[config.mk]
export PLATFORM = sky130hd
export DESIGN_NAME = ext_unit_arbiter
export DESIGN_NICKNAME = d
export VERILOG_FILES = /design/src/rtl/ext_unit_arbiter.sv
export SDC_FILE = /design/constraint.sdc
export NUM_CORES = 1
export LEC_CHECK = 0
export CAP_MARGIN = 10
export CORE_UTILIZATION = 42
export CTS_CLUSTER_DIAMETER = 200
export DETAILED_ROUTE_END_ITERATION = 7
export GPL_TIMING_DRIVEN = 0
export PLACE_DENSITY = 0.79
export SLEW_MARGIN = 20
export SYNTH_ARGS = -nofsm -noshare
export SYNTH_HDL_FRONTEND = slang
export SYNTH_SLANG_ARGS = --single-unit
[constraint.sdc]
create_clock -name clk -period 2.4 [get_ports clk]
set_clock_uncertainty 0.15 [all_clocks]
set_input_delay 0.24 -clock clk [delete_from_list [all_inputs] [get_ports clk]]
set_output_delay 0.24 -clock clk [all_outputs]
set_load 0.01 [all_outputs]
[src/rtl/ext_unit_arbiter.sv]
// ext_unit_arbiter: round-robin shared immediate extender feeding a one-entry result buffer
module ext_unit_arbiter #(
   parameter int DEPTH    = 16,
   parameter int BR_SHIFT = 2
) (
   input  logic             clk,
   input  logic             rst_n,
   input  logic [1:0]       req_valid,
   output logic [1:0]       req_ready,
   input  logic [DEPTH-1:0] req_imm0,
   input  logic [DEPTH-1:0] req_imm1,
   input  logic [1:0]       req_mode0,
   input  logic [1:0]       req_mode1,
   output logic             res_valid,
   input  logic             res_ready,
   output logic             res_id,
   output logic [31:0]      res_data
);

   typedef enum logic {EMPTY, FULL} state_t;

   state_t           state, state_nx;
   logic             rr_ptr, winner, grant, can_load;
   logic [DEPTH-1:0] imm;
   logic [1:0]       mode;
   logic [31:0]      sign_ext, ext;

   // arbitration, handshake and next-state; req_ready is forced low while reset is asserted
   always_comb begin
      can_load  = (state == EMPTY) | res_ready;
      winner    = &req_valid ? rr_ptr : req_valid[1];
      grant     = can_load & |req_valid;
      req_ready = (rst_n & grant) ? (winner ? 2'b10 : 2'b01) : 2'b00;
      state_nx  = grant ? FULL : (res_ready ? EMPTY : state);
   end

   // extension of the winning requester's immediate
   always_comb begin
      imm      = winner ? req_imm1 : req_imm0;
      mode     = winner ? req_mode1 : req_mode0;
      sign_ext = {{(32-DEPTH){imm[DEPTH-1]}}, imm};
      ext      = (mode == 2'b00) ? {{(32-DEPTH){1'b0}}, imm} :
                 (mode == 2'b01) ? sign_ext :
                 (mode == 2'b10) ? {imm, {(32-DEPTH){1'b0}}} :
                                   sign_ext << BR_SHIFT;
   end

   // state register
   always_ff @(posedge clk or negedge rst_n)
      if (!rst_n) state <= EMPTY;
      else        state <= state_nx;

   // result buffer and round-robin pointer, updated only on a granted transfer
   always_ff @(posedge clk or negedge rst_n)
      if (!rst_n) begin
         res_id   <= 1'b0;
         res_data <= 32'h0;
         rr_ptr   <= 1'b0;
      end else if (grant) begin
         res_id   <= winner;
         res_data <= ext;
         rr_ptr   <= ~winner;
      end

   assign res_valid = (state == FULL);

endmodule

==> impl_results.md <==
- R2R Setup Slk: 210 ps
- Clock transition at path regs: 70 ps
- FF-to-FF End: res_data[19]
- Fin Setup TNS: 0 ps
- RR Startpoint: rr_ptr
- First-pass GRT wire length: 7080 um
- Core area: 4060 sq um
- Ant. Diodes: 0
- Final Cycle Share: 0.958
- Area growth, synth to finish: 53.8%
- Power Total: 1.85 mW
- Final Setup Violations: 0
- Crit path max-delay cell type: clkdlybuf4s50_1
- Post-route ant nets: 0
- # port buffers: 75
- Die area: 4560 sq um
- H-tree depth: 2
- Dominant synthesized flop cell: dfrtp_1
- Post-synthesis cell count: 165
- Worst-skew pair later-pin latency: 280 ps
- Minimum clock period: 2300 ps
- Initial antenna violation count: 0
- Sw Pwr: 0.554 mW
- Die X: 67.5 um
- CP max stage delay: 560 ps
- Cell taking the most area after synthesis: dfrtp_1
- GP Congestion: 0.791
- CTS Buffer Depth: 2
- Avg Cell Area, Syn: 10.9 sq um
- Logic gate share of total power: 0.359
- CP Class: input port to primary output
- Cell Chain, Critical Path: dlygate4sd3_1 -> buf_2 -> buf_12 -> nor3b_1 -> clkdlybuf4s50_1
- Status: complete, no violations
- Layout cells sized above 1: 0.0920
- Global-route usage over all layers: 0.214
- Worst Tran Pin Value: 661 ps
- Pleak: 1.16 nW
- WP data required: 2010 ps
- Initial Utilization: 0.444
- Post-Route WL: 4840 um
- Seq pwr share: 0.410
- Crit path from: rst_n
- DRC errors left: 0
- Seq/Total Area, Yosys: 0.486
- Max Fanout on Critical Path: 17
- Switching part of the total: 0.299
- Max-slew violation count: 0
- Clock power frac: 0.231
- Worst r2r path cells: 5
- Hold Vio Cnt, Final: 0
- Crit. End Element: primary output
- List of most frequent post-synthesis cells: 35 x dfrtp_1, 17 x mux2i_1, 13 x o21a_1, 13 x o221ai_1, 11 x nand3_1
- DRT iter0 DRCs: 107
- CTS tree: yes
- Top cell type's share of synthesized area: 0.486
- Nets@finish: 291
- Cell variety after synth: 32
- Top-count cell post-synth: dfrtp_1
- Crit path capture: req_ready[1]
- Max-cap violation count: 0
- DP HPWL: 3670 um
- Number of global-route vias before repair: 1,429
- # rows: 23
- Startpoint types: input port
- Fraction of registers with async set/reset: 1.00
- Vias: 1,646
- Total gr overflow: 0
- Ys Warns: 0
- Mapped Area: 1800 sq um
- I/O Pins: 77
- Vias/cell: 5.49
- Internal power: 1.30 mW
- DRT Pass-1 Iters: 4
- Critical Path AT: 1910 ps
- Root buf cell: clkbuf_8
- Pwr per Cell Area: 668 nW/um^2
- Largest cells by area after synthesis: dfrtp_1 49%, mux2i_1 9.4%, o221ai_1 6.3%, o21a_1 5.4%, a22o_1 4.9%
- Chip height: 67.5 um
- Post-synthesis register bit count: 35
- Normalized max-slew margin: 0.547
- TritonCTS Buffers: 5
- Syn nets: 206
- EDFF count, synth: 0
- Hold Path Class: input port to flop
- Avg WL per Cell: 16.1 um
- Largest net degree at the start of global routing: 35
- # clock sinks: 35
- Fmax: 435 MHz
- Peak supply drop: 0.465 mV
- RSZ-0062 raised after global routing: no
==> timing repair <==
| action | in CTS | in global routing |
|---|---|---|
| pin swaps | 1 | 0 |
| setup endpoints to repair | 1 | 2 |
| resized for setup | 4 | 1 |
| cloned | 0 | 1 |
| hold endpoints to repair | 35 | 0 |
| buffers inserted | 1 | 0 |
| hold buffers | 1 | 0 |
==> per-layer routing <==
| layer | vias up | wire (um) | track usage |
|---|---|---|---|
| li1 | 798 | - | - |
| met1 | 782 | 2290 | 0.302 |
| met2 | 57 | 2260 | 0.323 |
| met3 | 9 | 203 | 0.0405 |
| met4 | 0 | 87 | 0.0798 |
| met5 | - | 0 | 0 |
==> how the worst min path moves through the flow <==
stage,from,end,depth (start not counted)
2_1_floorplan,rst_n,res_data[0],0
3_3_place_gp,res_id,res_id,2
3_5_place_dp,rst_n,res_data[17],1
4_1_cts,req_valid[1],rr_ptr,2
5_1_grt,req_valid[1],rr_ptr,2
6_report,req_valid[1],rr_ptr,2
==> worst max-delay path: cells and delay by family <==
family / cells / cell delay, ps
buffers and inverters: 4 / 1470
and+or+nand+nor: 1 / 180
==> logic make-up (layout without fill, tap and decap cells) <==
kind of cell / Yosys count / in the layout / share of synthesized area
compound gates: 56 / 56 / 0.244
buf+inv: 12 / 97 / 0.0278
mux: 20 / 20 / 0.115
flops: 35 / 35 / 0.486
simple gates: 42 / 42 / 0.127
==> flip-flops by register name, summed over array words and instances (netlist names) <==
| register | flops |
|---|---|
| res_id | 1 |
| res_valid | 1 |
| rr_ptr | 1 |
| res_data | 32 |
==> power by group through the flow <==
| stage | clock [mW] | combinational, mW | sequential, mW |
|---|---|---|---|
| floorplan | 0 | 0.252 | 0.810 |
| global placement | 0 | 0.643 | 0.765 |
| detailed placement | 0 | 0.655 | 0.768 |
| CTS | 0.433 | 0.662 | 0.758 |
| global route | 0.452 | 0.716 | 0.769 |
| finish | 0.428 | 0.663 | 0.758 |
==> final cells by class <==
cell class / count / area (sq um)
repair buffers: 79 / 811
multi-input cells: 118 / 878
clock inverters: 1 / 5.00
well taps: 50 / 62.6
fillers: 346 / 1290
plain buffers: 11 / 55.1
clock buffers: 6 / 82.6
flip-flops and latches: 35 / 876
==> cell usage in the layout, fill, tap and decap left out, drive strengths merged <==
cell type       n
a22o           10
and3            1
o2111ai         1
nor2           10
nand2b          2
or2             1
o221ai         13
dlygate4sd3     1
a31oi           1
mux2i          18
mux2            2
dfrtp          35
a2111oi         1
nor3b           2
a21o            1
clkbuf         13
or3             1
o21ai           2
a211oi          1
and3b           1
o21a           13
nor2b           1
or3b            3
clkinv          1
o31ai           2
nand2           9
a21oi          10
nand3          11
dlymetal6s2s    1
buf             8
clkdlybuf4s50  73
a41oi           1
==> stage by stage <==
step,util,area [sq um],hold WS (ps),cells,worst slack [ps]
after floorplan,-,1800,-206,165,574
after global placement,0.644,2620,312,290,-694
after detailed placement,0.648,2630,-93.7,291,-299
after CTS,0.676,2740,90.7,299,77.1
after global routing,0.683,2770,101,300,11.1
final,0.683,2770,94.5,300,102
Note: power is estimated with default switching activity, not from simulation.
==> RTL change, RTL diff (config.mk and constraints unchanged) <==
Make the reset (`rst_n`) synchronous in 2 clocked blocks.
--- a/src/rtl/ext_unit_arbiter.sv
+++ b/src/rtl/ext_unit_arbiter.sv
@@ -46,12 +46,12 @@
    end
 
    // state register
-   always_ff @(posedge clk or negedge rst_n)
+   always_ff @(posedge clk)
       if (!rst_n) state <= EMPTY;
       else        state <= state_nx;
 
    // result buffer and round-robin pointer, updated only on a granted transfer
-   always_ff @(posedge clk or negedge rst_n)
+   always_ff @(posedge clk)
       if (!rst_n) begin
          res_id   <= 1'b0;
          res_data <= 32'h0;
Function: differs if rst_n is asserted again (counterexample within 4 cycles, from zero or initial values and one cycle with rst_n low); with rst_n held inactive, the same outputs for 10 cycles.
==> RTL change against the original RTL <==
Sequential power is 12% lower; count of clock-buffer cells in the layout unchanged; routed wire length is 60% higher; synthesized area grew 23%; sequential cell count unchanged; final area up 13%; total power down 7.4%; worst setup slack got worse by 0.014 ns; die area grew 22%; largest power group unchanged.
==> RTL change: results <==
{
  "p_int_w": 0.00120,
  "synth-compound-area-share_pct": 34.4,
  "switchingPower_w": 0.000509,
  "num_vias": 2553,
  "via_per_inst": 6.11,
  "synth_cell_types": 40,
  "whs_path_depth": 3,
  "clock_path_buffers": 2,
  "n_antenna_cell": 0,
  "grt_max_degree": 11,
  "r2r_setup_slack_ns": 0.31,
  "drtPass1Iterations": 5,
  "nFillCells": 491,
  "grt_antenna_before_repair": 0,
  "critPathMaxFanout": 11,
  "r2r_start": "rr_ptr$_SDFFE_PN0P_",
  "synth_top_area_share_pct": 31.6,
  "drive_above_1_share_pct": 9.77,
  "synthTopCellsByArea": "dfxtp_1, or3_1, a31oi_1",
  "hold_start": "rst_n",
  "track_usage_pct": 28.7,
  "yosysSeqAreaShare_pct": 31.6,
  "synth_mux_area_share_pct": 1.92,
  "hold-worst-slack_ns": 0.0963,
  "power.share.combinational_pct": 30.7,
  "critical-path-top-delay-family": "buffers and inverters",
  "ys_async_sr_fraction_pct": 0,
  "placed_cells": 410,
  "netlist_instances": 268,
  "worstHoldEndpoint": "res_data[14]$_SDFFE_PN0P_",
  "yosys-top-cells-count": "dfxtp_1, or3_1, a31oi_1",
  "placed_area_mm2": 0.00303,
  "cts_root_buf": "clkbuf_8",
  "worst_slack_ns": 0.0874,
  "ir_worst_vdd_uv": 269,
  "status": "finished clean",
  "grt_pass1_wl_um": 11800,
  "synth_adder_area_share_pct": 0,
  "relSlewSlack_pct": 70.3,
  "startpoint": "req_valid[0]",
  "cp_slowest_stage_delay_ns": 0.55,
  "reg2reg_to": "res_data[20]$_SDFFE_PN0P_",
  "portBuffers": 72,
  "grt_pass1_vias": 2324,
  "fin_nets": 389,
  "dp_hpwl_um": 5880,
  "syn-num-nets": 309,
  "critPathArrivalTime_ns": 1.92,
  "drt_wl_total_um": 7750,
  "drtIter0Drc": 277,
  "clk-power_w": 0.000524,
  "place_ws_ns": -0.150,
  "gp_congestion": 0.927,
  "power.static_leakage_nw": 1.13
}
## RTL change: changes by cell type after synthesis, sizes merged, moves of 10 or more
cell,unedited run,this run
dfrtp,35,0
dfxtp,0,35
or3,1,26
a31oi,1,23
mux2i,18,2
o21ai,2,18
a32o,0,13
o21a,13,0
o221ai,13,0
a21boi,0,12
and3,1,13
o211ai,0,11
buf,6,16
## RTL change: layer usage
layer,wire length (µm),vias up,global-route usage (%)
li1,-,1195,-
met1,3420,1191,39.2
met2,3550,145,45.9
met3,595,22,5.09
met4,178,0,9.22
met5,0,-,0
## RTL change: area by class of cell
class	count	area [µm²]	share of cell area [%]
clock buffer	6	72.6	2.31
clock inverter	1	30.0	0.955
tap	70	87.6	2.79
buffer	30	176	5.61
inverter	4	15.0	0.478
timing repair buffer	74	737	23.4
multi-input combinational	198	1320	42.1
sequential	35	701	22.3
## RTL change: timing repair
action / in CTS / in global routing
gates cloned: 0 / 0
setup endpoints to repair: 1 / 2
resized for setup: 1 / 1
buffers inserted: 2 / 0
pin swaps: 1 / 0
